==> config.mk <==
export PLATFORM = sky130hd
export DESIGN_NAME = sar_search
export DESIGN_NICKNAME = d
export VERILOG_FILES = /design/src/rtl/sar_search.sv
export SDC_FILE = /design/constraint.sdc
export NUM_CORES = 1
export LEC_CHECK = 0
export CAP_MARGIN = 10
export CORE_MARGIN = 4
export CORE_UTILIZATION = 40
export DETAILED_ROUTE_END_ITERATION = 8
export RECOVER_POWER = 50
export SLEW_MARGIN = 20
export SYNTH_ARGS = -nofsm -noshare
export SYNTH_HDL_FRONTEND = slang
export SYNTH_SLANG_ARGS = --single-unit
==> constraint.sdc <==
create_clock -name clk -period 2.5 [get_ports clk]
set_input_delay 0.5 -clock clk [delete_from_list [all_inputs] [get_ports clk]]
set_output_delay 0.5 -clock clk [all_outputs]
set_load 0.03 [all_outputs]
==> src/rtl/sar_search.sv <==
// Successive-approximation search controller driving an external 16-bit magnitude comparator.
// Recovers a held target through at most WIDTH probes, in unsigned or two's-complement order.
module sar_search #(
  parameter int WIDTH      = 16,
  parameter bit EARLY_EXIT = 1'b1
) (
  input  logic             clk,
  input  logic             rst_n,
  input  logic             start,
  input  logic             sign_in,
  output logic [WIDTH-1:0] trial,
  output logic             cmp_sign,
  output logic             probe_valid,
  input  logic             gt,
  input  logic             eq,
  input  logic             lt,
  output logic             busy,
  output logic             done,
  output logic [WIDTH-1:0] result,
  output logic             error,
  output logic [4:0]       probes
);

  localparam int KW = $clog2(WIDTH);

  typedef enum logic {
    IDLE  = 1'b0,
    PROBE = 1'b1
  } state_t;

  state_t           state_q, state_d;
  logic [WIDTH-1:0] o_q, o_d;
  logic [KW-1:0]    k_q, k_d;
  logic [4:0]       probes_q, probes_d;
  logic [WIDTH-1:0] result_q, result_d;
  logic             cmp_sign_q, cmp_sign_d;
  logic             done_q, done_d;
  logic             error_q, error_d;

  logic [WIDTH-1:0] mask;
  logic [WIDTH-1:0] bit_k;
  logic [WIDTH-1:0] probe_o;
  logic [WIDTH-1:0] o_upd;
  logic             flags_legal;
  logic             in_probe;

  // Flipping the MSB in signed mode maps two's-complement order onto unsigned order of o.
  assign mask        = {cmp_sign_q, {(WIDTH-1){1'b0}}};
  assign bit_k       = {{(WIDTH-1){1'b0}}, 1'b1} << k_q;
  assign probe_o     = o_q | bit_k;
  assign in_probe    = (state_q == PROBE);
  assign flags_legal = $onehot({gt, eq, lt});
  assign o_upd       = (gt || eq) ? (o_q | bit_k) : (o_q & ~bit_k);

  assign trial       = in_probe ? (probe_o ^ mask) : '0;
  assign probe_valid = in_probe;
  assign busy        = in_probe;
  assign cmp_sign    = cmp_sign_q;
  assign done        = done_q;
  assign error       = error_q;
  assign result      = result_q;
  assign probes      = probes_q;

  always_comb begin
    // NOTE: every variable gets a default here so no path leaves one unassigned, which would infer a latch.
    state_d    = state_q;
    o_d        = o_q;
    k_d        = k_q;
    probes_d   = probes_q;
    result_d   = result_q;
    cmp_sign_d = cmp_sign_q;
    done_d     = 1'b0;
    error_d    = 1'b0;

    unique case (state_q)
      IDLE: begin
        if (start) begin
          cmp_sign_d = sign_in;
          o_d        = '0;
          k_d        = KW'(WIDTH - 1);
          probes_d   = '0;
          state_d    = PROBE;
        end
      end

      PROBE: begin
        probes_d = probes_q + 5'd1;
        if (!flags_legal) begin
          // Comparator is misbehaving: abandon the run and keep the last good result.
          error_d = 1'b1;
          state_d = IDLE;
        end else if (eq && EARLY_EXIT) begin
          result_d = probe_o ^ mask;
          done_d   = 1'b1;
          state_d  = IDLE;
        end else begin
          o_d = o_upd;
          if (k_q != '0) begin
            k_d = k_q - KW'(1);
          end else begin
            result_d = o_upd ^ mask;
            done_d   = 1'b1;
            state_d  = IDLE;
          end
        end
      end

      default: state_d = IDLE;
    endcase
  end

  // NOTE: sequential state uses non-blocking assignments so all flops update together at the edge.
  always_ff @(posedge clk or negedge rst_n) begin
    if (!rst_n) begin
      state_q    <= IDLE;
      o_q        <= '0;
      k_q        <= '0;
      probes_q   <= '0;
      result_q   <= '0;
      cmp_sign_q <= 1'b0;
      done_q     <= 1'b0;
      error_q    <= 1'b0;
    end else begin
      state_q    <= state_d;
      o_q        <= o_d;
      k_q        <= k_d;
      probes_q   <= probes_d;
      result_q   <= result_d;
      cmp_sign_q <= cmp_sign_d;
      done_q     <= done_d;
      error_q    <= error_d;
    end
  end

endmodule

After elaboration in Yosys (flattened, before gate mapping)
Index checks and enable logic that the tools add are counted.

Output and inout bits: 42. Word-level logic and storage cells: 57. Register bits after elaboration: 45.

Equality and inequality tests: 6. Add/sub/neg operators: 4. Mux-type cells: 26. Bitwise gates (word level): 6. Reduce and logical (&&, ||, !) cells: 6. Shift-type cells: 1.

Operator list (number): 16-bit 2-to-1 mux (7); 16-bit one-hot mux with 2 select lines (1); 16-bit bitwise XOR (2); 16-bit bitwise AND (1); 4-bit 2-to-1 mux (4); 16-bit NOT (1); 16-bit OR (1); 1-bit by 4-bit << shifter with 16-bit output (first input constant) (1); 1-bit 2-to-1 mux (10); 5-bit one-hot mux with 2 select lines (1); 4-bit one-hot mux with 2 select lines (1); 2-bit != test (second input constant) (3); 3-bit AND reduction (2); 5-bit by 1-bit adder with 5-bit output (second input constant) (1); 5-bit 2-to-1 mux (1); 2-bit by 1-bit != test with 1-bit output (second input constant) (2); 4-bit AND reduction (1); 4-bit nonzero test (1); 4-bit by 1-bit subtractor with 4-bit output (second input constant) (1); 1-bit by 1-bit adder with 2-bit output (1); 2-bit by 1-bit adder with 2-bit output (1); 2-bit by 1-bit equality test with 1-bit output (second input constant) (1); 1-bit one-hot mux with 2 select lines (1); 2-bit AND reduction (1); 2 further kinds (2).

Logic depth before layout (Yosys ltp)
Depth after elaboration: 7. Depth in mapped cells: 7.

Worst setup path before layout
OpenSTA, ideal clock, no wires.

Kind: register to output. Start: register state_q, in the netlist busy. End: output port trial[11]. Stages on the path, launching flop included: 4. Slack: 458 ps. Data arrival time: 1542 ps. Required time: 2000 ps. Cells stage by stage: dfrtp_1 buf_2 clkbuf_1 nor2b_1.

Longest elaborated chain between the ends: 1.

Ends and longest elaborated chain: start: declaration (line 31) `state_t state_q, state_d;`; start signal: assignment (line 124) `state_q <= state_d;`; 16-bit 2-to-1 mux (line 55) `assign trial = in_probe ? (probe_o ^ mask) : '0;`; end: declaration (line 11) `output logic [WIDTH-1:0] trial,`.

Every way passes these cells.

Worst setup path after layout
Start: register k_q[0]. End: output port trial[15].

Longest elaborated chain between the ends: 4.

Ends and longest elaborated chain: start: declaration (line 33) `logic [KW-1:0] k_q, k_d;`; start signal: assignment (line 126) `k_q <= k_d;`; 1-bit by 4-bit << shifter with 16-bit output (line 49) `assign bit_k = {{(WIDTH-1){1'b0}}, 1'b1} << k_q;`; 16-bit OR (line 50) `assign probe_o = o_q | bit_k;`; 16-bit bitwise XOR (line 55); 16-bit 2-to-1 mux (line 55).

Every way passes these cells.

==> key figures <==
Yosys
  • Seq cells post-synth: 45
  • Synthesized area per cell: 10.1 sq um
  • Cell count after synthesis: 238
  • Synth Net Count: 252
  • Sequential share of the synthesized area: 47.0%
  • Post-synth cell types: 44
  • Synthesized area: 2390 sq um
  • Ys async rst share: 100%
  • Post-synth EDFFs: 0
  • Top FF cell, synth: dfrtp_1
  • Synth Warn #: 0

Floorplan
  • Core box area: 5640 sq um
  • Initial Utilization: 42.4%
  • Site Rows: 27
  • I/O pin total: 49
  • Die Span X: 85.4 microns
  • Full die area: 7290 sq um
  • Die Span Y: 85.4 microns

Layout
  • NumNets Final: 305
  • Fillers: 528
  • Area Growth Syn to Fin: 28.8%
  • Finished Layout Cells: 364
  • Layout cells sized above 1: 18.8%
  • Ant diodes: 0

Placed design
  • Pre-CTS WS: -0.0569 ns
  • Dpl cells: 355
  • Hpwl dp: 3.85 mm
  • Port Buffers: 48
  • GPL Wtd Cong: 0.750

Timing
  • Worst Skew: 0.00843 ns
  • Max Clock Freq: 424 MHz
  • Final hold vios: 0
  • RSZ-0062 raised after global routing: false
  • Final worst setup slack: 0.144 ns
  • Worst-Margin Slew: 1.21 ns
  • Worst slew margin: 19.1%
  • Final Cycle Share: 94.2%
  • Min cycle time layout: 2.36 ns
  • Max Slew Vio Count: 0
  • Final setup fails: 0

Setup path
  • Startpoint Class: register
  • WS Path Type: reg2out
  • Reg2reg setup slack: 0.30 ns
  • CP arrival: 1.86 ns
  • FF-to-FF path depth: 7
  • CP Capture Type: output pin
  • R2R Path Start: k_q[0]
  • CP max FO: 6
  • Reg2reg end: result[3]
  • Worst endpoint required time: 2.00 ns

CTS
  • CTS tree: done
  • Clk Latency, worst-skew pair: 0.29 ns
  • CTS root buf: clkbuf_8
  • Htree depth: 2
  • CTS max path bufs: 2
  • Hold buffer count at cts: 0
  • Num CTS Buffers: 5
  • Clk slew on worst S/H paths: 0.09 ns
  • Total clock sinks: 45

GRT
  • Tot GR Track Use: 15.7%
  • Global route overflow: 0
  • Vias in the first global route: 1856
  • Largest net degree at the start of global routing: 32
  • Initial antenna violation count: 0
  • First-pass GRT wire length: 9.20 mm

Detailed routing
  • Via-to-Cell Ratio: 5.19
  • Drt first pass iters: 4
  • Initial detailed-routing violation count: 82
  • Post-route ant nets: 0
  • Final Routed Wirelength: 5.40 mm
  • Vias: 1889
  • DRC violations left: 0
  • WL per Instance: 14.8 microns

Min path
  • Worst hold path class: in2async

Pwr
  • LEAKAGE: 1.42 nW
  • VDD IR max: 0.501 mV
  • Power density cells: 580 nW/um^2

Status
  • Status: complete, no violations

Flow run
  • Max cap viols: 0
[layout make-up]
class                      instances  area, sq um  share of cell area, %
clock buffer                       7         86.3                   2.80
sequential                        45         1130                   36.6
tap                               72         90.1                   2.92
multi-input combinational        169         1160                   37.5
clock inverter                     1         30.0                  0.974
inverter                           6         22.5                  0.731
timing repair buffer              64          569                   18.5
[cell usage after synthesis, drive strengths merged (2+ instances only)]
library cell	number	share of area, %
dfrtp	45	47
o21ai	35	10
nand2	23	3.6
a21oi	16	3.5
nand3	16	3.3
nor2b	15	3.9
a21o	14	4.4
buf	11	3.2
clkbuf	7	1.1
a31oi	6	1.6
ha	6	3.1
inv	6	0.94
nand2b	5	1.3
nor2	4	0.94
xnor2	4	1.5
nor3b	3	1.8
a211oi	2	0.84
and2b	2	0.73
nor3	2	0.42
o22ai	2	0.52
[routing by layer]
metal  up-vias  global-route usage [%]  part of all wire [%]
met5         -                       0                     0
met4         0                    4.32                  0.70
met3         4                    2.91                   3.7
met2        33                    25.1                    46
met1       907                    21.7                    49
li1        945                       -                     -
[worst max-delay path by stage]
stage,from,end,slack (ns)
CTS,k_q[0],trial[3],0.01
finish,k_q[0],trial[15],0.14
floorplan,busy,trial[11],0.46
detailed placement,gt,result[3],-0.06
global placement,gt,result[2],-0.002
global route,k_q[0],trial[0],0.009
[cells by family after synthesis]
group                    Yosys count  synth area share [%]
AO/OA/AOI/OAI                     80                  22.5
AND/OR/NAND/NOR                   76                  18.9
flip-flops                        45                  47.0
buffers and inverters             24                  5.28
adder cells (fa/ha/maj)            7                  3.97
XOR/XNOR                           5                  1.83
multiplexers                       1                 0.418
[state kept, by name, indices dropped and copies added, names as in the netlist]
signal / count
busy: 1
cmp_sign: 1
done: 1
error: 1
k_q: 4
o_q: 16
probes: 5
result: 16
[where the power goes]
group          total [W]  switching [W]  internal, W
combinational   0.000396       0.000234     0.000162
clock           0.000573       0.000247     0.000326
sequential      0.000817      0.0000467     0.000771
total            0.00179       0.000528      0.00126
[metrics by stage]
step	cell area (sq um)	power, W	utilization [%]	hold WS [ns]	TNS [ns]
floorplan	2390	0.00107	-	0.204	0
global placement	2980	0.00124	52.7	0.466	-0.00179
detailed placement	2980	0.00124	52.7	0.470	-0.668
CTS	3090	0.00182	54.7	0.193	0
global route	3080	0.00188	54.6	0.494	0
finish	3080	0.00179	54.6	0.431	0
[repair_timing]
| item | 4_1_cts | 5_1_grt |
|---|---|---|
| gates resized for setup | 18 | 2 |
| buffers inserted | 0 | 1 |
| setup endpoints to repair | 16 | 3 |
| endpoints found under the hold margin | 0 | 0 |
[critical path, cell delays in order (launching register included)]
cell	delay, ns
dfrtp_1	0.46
ha_2	0.27
buf_4	0.16
a31oi_2	0.23
xnor2_1	0.15
and2_1	0.14
buf_4	0.15
[placed cells by master (no fill, tap or decap), drive strengths merged, types with 2 or more instances in the layout]
cell type      synthesis  layout
a31oi                  6       6
nor3                   2       2
dlygate4sd3            0      15
nor2b                 15      15
o21ai                 35      35
xnor2                  4       4
dlygate4sd2            0      13
dfrtp                 45      45
clkbuf                 7      10
nand2b                 5       5
nor3b                  3       3
a211oi                 2       2
a21oi                 16      16
inv                    6       6
nor2                   4       4
ha                     6       6
a21o                  14      14
buf                   11      16
and2b                  2       2
nand3                 16      16
clkdlybuf4s50          0      16
nand2                 23      23
o22ai                  2       2
Note: power is estimated with default switching activity, not from simulation.
